==> src/rtl/lz77_decode_sequencer.sv <==
// Streams (pos,len,char) triples from code memory into an LZ77 decoder and writes each decoded
// byte to output memory; a 4-entry prefetch FIFO keeps the decoder fed one triple-cycle per clock.
module lz77_decode_sequencer (
  input  logic        clk,
  input  logic        reset,
  input  logic        start,
  output logic        cmem_re,
  output logic [9:0]  cmem_addr,
  input  logic [14:0] cmem_rdata,
  output logic        dec_reset,
  output logic [3:0]  code_pos,
  output logic [2:0]  code_len,
  output logic [7:0]  chardata,
  input  logic [7:0]  dec_char,
  input  logic        dec_finish,
  output logic        omem_we,
  output logic [11:0] omem_addr,
  output logic [7:0]  omem_wdata,
  output logic        busy,
  output logic        done,
  output logic        err
);

  localparam logic [2:0] StIdle    = 3'd0;
  localparam logic [2:0] StPreload = 3'd1;
  localparam logic [2:0] StRun     = 3'd2;
  localparam logic [2:0] StDone    = 3'd3;
  localparam logic [2:0] StErr     = 3'd4;

  localparam logic [7:0] EndChar  = 8'h24;
  localparam logic [9:0] LastAddr = 10'd1023;

  logic [2:0]  state_q, state_d;
  logic [14:0] fifo_q [4];
  logic [1:0]  wr_ptr_q, rd_ptr_q;
  logic [2:0]  count_q;
  logic        rd_pend_q;
  logic        end_q;
  logic        err_q, err_d;
  logic [14:0] cur_q, cur_d;
  logic [2:0]  rem_q, rem_d;
  logic        cur_valid_q, cur_valid_d;
  logic        present_q;
  logic [9:0]  cmem_addr_q;
  logic [11:0] omem_addr_q;

  logic        active;
  logic        push, push_end, pop, clear;
  logic        present;
  logic        overrun;
  logic [2:0]  pending_sum;
  logic [14:0] head;

  assign active      = (state_q == StPreload) || (state_q == StRun);
  assign push        = rd_pend_q && active;
  assign push_end    = push && (cmem_rdata[7:0] == EndChar);
  assign pending_sum = count_q + {2'b00, rd_pend_q};
  // The end check includes the word arriving this cycle so nothing past the terminator is fetched.
  assign cmem_re     = active && (pending_sum < 3'd4) && !end_q && !push_end;
  assign overrun     = cmem_re && (cmem_addr_q == LastAddr);
  assign head        = fifo_q[rd_ptr_q];
  assign present     = (state_q == StRun) && cur_valid_q && !dec_finish;

  always_comb begin
    state_d     = state_q;
    err_d       = err_q;
    cur_d       = cur_q;
    rem_d       = rem_q;
    cur_valid_d = cur_valid_q;
    pop         = 1'b0;
    clear       = 1'b0;

    case (state_q)
      StIdle, StErr: begin
        if (start) begin
          clear       = 1'b1;
          err_d       = 1'b0;
          cur_valid_d = 1'b0;
          state_d     = StPreload;
        end
      end
      StPreload: begin
        if ((count_q >= 3'd2) || ((count_q == 3'd1) && end_q)) begin
          pop     = 1'b1;
          state_d = StRun;
        end
      end
      StRun: begin
        if (dec_finish) begin
          cur_valid_d = 1'b0;
          state_d     = StDone;
        end else if (cur_valid_q) begin
          if (rem_q != 3'd0) begin
            rem_d = rem_q - 3'd1;
          end else if (count_q != 3'd0) begin
            pop = 1'b1;
          end else if (end_q) begin
            // Terminator already presented: hold until the decoder reports finish.
            cur_valid_d = 1'b0;
          end else begin
            err_d       = 1'b1;
            cur_valid_d = 1'b0;
            state_d     = StErr;
          end
        end
      end
      StDone: begin
        state_d = StIdle;
      end
      default: begin
        state_d = StIdle;
      end
    endcase

    if (pop) begin
      cur_d       = head;
      rem_d       = head[10:8];
      cur_valid_d = 1'b1;
    end

    if (overrun) begin
      err_d       = 1'b1;
      cur_valid_d = 1'b0;
      state_d     = StErr;
    end
  end

  always_ff @(posedge clk) begin
    if (!reset) begin
      state_q     <= StIdle;
      wr_ptr_q    <= 2'd0;
      rd_ptr_q    <= 2'd0;
      count_q     <= 3'd0;
      rd_pend_q   <= 1'b0;
      end_q       <= 1'b0;
      err_q       <= 1'b0;
      cur_q       <= 15'd0;
      rem_q       <= 3'd0;
      cur_valid_q <= 1'b0;
      present_q   <= 1'b0;
      cmem_addr_q <= 10'd0;
      omem_addr_q <= 12'd0;
    end else begin
      state_q     <= state_d;
      err_q       <= err_d;
      cur_q       <= cur_d;
      rem_q       <= rem_d;
      cur_valid_q <= cur_valid_d;
      present_q   <= present;
      if (clear) begin
        wr_ptr_q    <= 2'd0;
        rd_ptr_q    <= 2'd0;
        count_q     <= 3'd0;
        rd_pend_q   <= 1'b0;
        end_q       <= 1'b0;
        cmem_addr_q <= 10'd0;
        omem_addr_q <= 12'd0;
      end else begin
        rd_pend_q <= cmem_re;
        count_q   <= count_q + {2'b00, push} - {2'b00, pop};
        if (push) begin
          wr_ptr_q <= wr_ptr_q + 2'd1;
        end
        if (pop) begin
          rd_ptr_q <= rd_ptr_q + 2'd1;
        end
        if (push_end) begin
          end_q <= 1'b1;
        end
        if (cmem_re) begin
          cmem_addr_q <= cmem_addr_q + 10'd1;
        end
        if (omem_we) begin
          omem_addr_q <= omem_addr_q + 12'd1;
        end
      end
    end
  end

  // FIFO storage needs no reset; occupancy is tracked by count_q.
  always_ff @(posedge clk) begin
    if (push) begin
      fifo_q[wr_ptr_q] <= cmem_rdata;
    end
  end

  assign cmem_addr  = cmem_addr_q;
  assign dec_reset  = (state_q != StRun);
  assign code_pos   = cur_q[14:11];
  assign code_len   = cur_q[10:8];
  assign chardata   = cur_q[7:0];
  // Decoder output is registered, so each presented cycle is written back one cycle later.
  assign omem_we    = (state_q == StRun) && present_q;
  assign omem_addr  = omem_addr_q;
  assign omem_wdata = omem_we ? dec_char : 8'h00;
  assign busy       = active;
  assign done       = (state_q == StDone);
  assign err        = err_q;

endmodule

==> config.mk <==
export PLATFORM = sky130hd
export DESIGN_NAME = lz77_decode_sequencer
export DESIGN_NICKNAME = d
export VERILOG_FILES = /design/src/rtl/lz77_decode_sequencer.sv
export SDC_FILE = /design/constraint.sdc
export NUM_CORES = 1
export LEC_CHECK = 0
export ABC_AREA = 1
export CAP_MARGIN = 40
export CORE_MARGIN = 1
export CORE_UTILIZATION = 63
export CTS_CLUSTER_DIAMETER = 40
export DETAILED_ROUTE_END_ITERATION = 8
export DONT_BUFFER_PORTS = 1
export GPL_TIMING_DRIVEN = 0
export PLACE_DENSITY = 0.91
export SYNTH_ARGS = -nofsm -noshare
export SYNTH_HDL_FRONTEND = slang
export SYNTH_SLANG_ARGS = --single-unit
==> constraint.sdc <==
create_clock -name clk -period 3.4 [get_ports clk]
set_clock_uncertainty 0.15 [all_clocks]
set_input_delay 0 -clock clk [delete_from_list [all_inputs] [get_ports clk]]
set_output_delay 0 -clock clk [all_outputs]
set_load 0.005 [all_outputs]
==> summary.md <==
| Metric | Value |
|---|---|
| Sink Count | 117 |
| CP Max Fanout | 10 |
| Share of cells above drive strength 1 | 0.102 |
| Hold crit path type | in -> reg |
| Gp weighted congestion | 0.825 |
| Hpwl dp | 7570 microns |
| Initial Util | 0.654 |
| Worst-path clk slew | 60 ps |
| RSZ-0062 raised after global routing | no |
| Synth top area share | 0.357 |
| Reg-to-reg slack, setup | 620 ps |
| Layout fillers | 395 |
| Final std cells w/o fill | just over 700 |
| Total CTS buffers | 17 |
| Crit path top cell by count | ha_1 |
| Initial antenna violation count | 1 |
| CP endpoint kind | register |
| Mapped Cells | 550 |
| Via density | roughly 6.3 |
| Final setup viols | 0 |
| Vias in the first global route | between 4000 and 5000 |
| Largest net degree at the start of global routing | 17 |
| Post-CTS setup buffer count | 0 |
| Number of top-level pins | 78 |
| Clock Tree Buf Depth | 2 |
| Area leader, netlist | edfxtp_1 |
| Fin util | 0.792 |
| CP Launch Type | register |
| Fmax | 360 MHz |
| Row count | 32 |
| Dpl cells | 658 |
| Post-Syn Area per Cell | just over 9 sq um |
| Drt total wl | 14400 microns |
| Htree depth | 4 |
| Global route overflow | 0 |
| Syn-to-layout area delta | 21.1% |
| NumNets Final | 642 |
| Critical path class | reg -> reg |
| Worst path slowest cell | fa_1 |
| Worst Path Buf+Inv | 3 |
| Leak | 2.33 nW |
| Ys Warns | 0 |
| Max-slew violation count | 0 |
| Largest stage delay, worst path | approximately 390 ps |
| # DRC | 0 |
| Routed wire per std cell | between 20 and 25 microns |
| Hold slack | between 30 and 40 ps |
| Delay-heaviest family, CP | adder cells |
| Die area | 8380 sq um |
| CORE AREA | 7730 sq um |
| Critical Path AT | 3020 ps |
| Total track usage | 0.360 |
| Routed vias | 4515 |
| Worst slew margin | 0.383 |
| Root Driver | clkbuf_8 |
| DR iter-0 viols | 556 |
| CTS tree | yes |
| DR pass1 iterations | 6 |
| Fin area | 6120 sq um |
| Tmin final | around 2800 ps |
| Worst Tran Pin Value | 923 ps |
| Seq cells post-synth | approximately 120 |
| PwrDens | 641 nW/um^2 |
| First-pass GRT wire length | approximately 23000 microns |
| WP data required | approximately 3600 ps |
| Count of different cell masters after synthesis | 34 |
| Clk_lat worst skew | 530 ps |
| Antenna Violating Nets Remaining | 0 |
| Synth area leaders | edfxtp_1 (36%), dfxtp_1 (23%), nor2_1 (9.4%) |
| Setup TNS | 0 ps |
| Final period utilization | 0.818 |
| Buffers on Ports | 0 |
| Area of the multi-input gates | 1810 sq um |
| Sequential share of the synthesized area | 0.582 |
| Placed cell areas | 5230 sq um |
| Die X | 91.6 microns |
| Die Span Y | 91.6 microns |
| Status | completed |
| Storage cell area | about 3000 sq um |
| Fin. Hold Viols | 0 |
| Netlist Area Pre-Place | 5050 sq um |
| Worst VDD drop | 0.476 mV |
| Mapped Nets | between 500 and 600 |
| Worst-path cell chain | inv_1, ha_1, nand2_1, nor2_1, nand3b_1, nand2_2, buf_4, ha_1, inv_1, ha_1, fa_1, xor2_1, nor2_1 |
| # Max-Cap Violations | 0 |
## cells in the mapped netlist, drive strengths merged
cell type    n
nor2       132
nand2       85
edfxtp      60
dfxtp       57
inv         53
o21ai       50
a21oi       29
nand3       19
o32ai       12
ha          11
buf         10
clkbuf       9
nor3         6
xor2         6
xnor2        3
a211oi       1
and3         1
fa           1
nand3b       1
nand4        1
nor3b        1
o21bai       1
or2          1
## path summary, 6_finish.rpt
path,startpoint,to,cells after the start
setup / recovery,rem_q[0]$_SDFFE_PN0P_,count_q[2]$_SDFF_PP0_,13
hold / removal,cmem_rdata[9],fifo_q[0][9]$_DFFE_PP_,1
setup reg to reg,rem_q[0]$_SDFFE_PN0P_,count_q[2]$_SDFF_PP0_,13
hold reg to reg,err$_SDFFE_PN0P_,err$_SDFFE_PN0P_,2
## cell families after synthesis
family,Yosys count,synth area share
fa+ha+maj,12,0.0312
buf+inv,72,0.0599
xor+xnor,9,0.0156
compound gates,93,0.105
simple gates,247,0.206
flops,117,0.582
## power by group
part	internal [mW]	switching, mW	total, mW	leakage [nW]
combinational	0.156	0.315	0.471	1.03
sequential	1.53	0.0469	1.58	0.999
clock	1.25	0.622	1.87	0.297
total	2.94	0.983	3.92	2.33
## sequential cells by signal, indices dropped and copies added, names as in the netlist, 2 cells and up, named ones only
signal / count
fifo_q: 60
rd_ptr_q: 2
state_q: 3
omem_addr: 12
cmem_addr: 10
wr_ptr_q: 2
cur_q: 15
rem_q: 3
count_q: 3
## cell type report
| cell class | instances | area share |
|---|---|---|
| clock buffers | 20 | 0.0695 |
| plain buffers | 19 | 0.0170 |
| repair buffers | 34 | 0.0532 |
| diodes | 1 | 0.000409 |
| multi-input cells | 361 | 0.296 |
| well taps | 102 | 0.0209 |
| inverters | 53 | 0.0325 |
| flip-flops and latches | 117 | 0.481 |
| clock inverters | 12 | 0.0301 |
## timing repair
item / CTS / global route
resized for setup: 0 / 0
hold buffers: 28 / 0
hold endpoints to repair: 97 / 0
## metrics by stage
stage,setup WS [ps],total power [mW]
finish,620,3.92
global route,530,4.02
CTS,695,3.86
detailed placement,746,1.98
global placement,836,1.96
floorplan,1050,1.89
## cell usage in the layout, fill, tap and decap left out, drive strengths merged
master,synthesis,final
clkbuf,9,29
or2,1,1
a21oi,29,29
nand2,85,85
nor3b,1,1
ha,11,11
diode,0,1
nor3,6,6
and3,1,1
o32ai,12,12
nor2,132,132
o21ai,50,50
fa,1,1
nand3b,1,1
buf,10,16
bufinv,0,5
nand3,19,19
clkinv,0,7
a211oi,1,1
xnor2,3,3
o21bai,1,1
dlygate4sd3,0,28
inv,53,53
dfxtp,57,57
nand4,1,1
xor2,6,6
edfxtp,60,60
## layer usage
layer  global-route usage  routed length [microns]
met1                0.421                     4980
met2                0.575                     6880
met3                0.120                     1660
met4                0.217                      892
met5                    0                        0
Power figures use the tool's default switching activity.
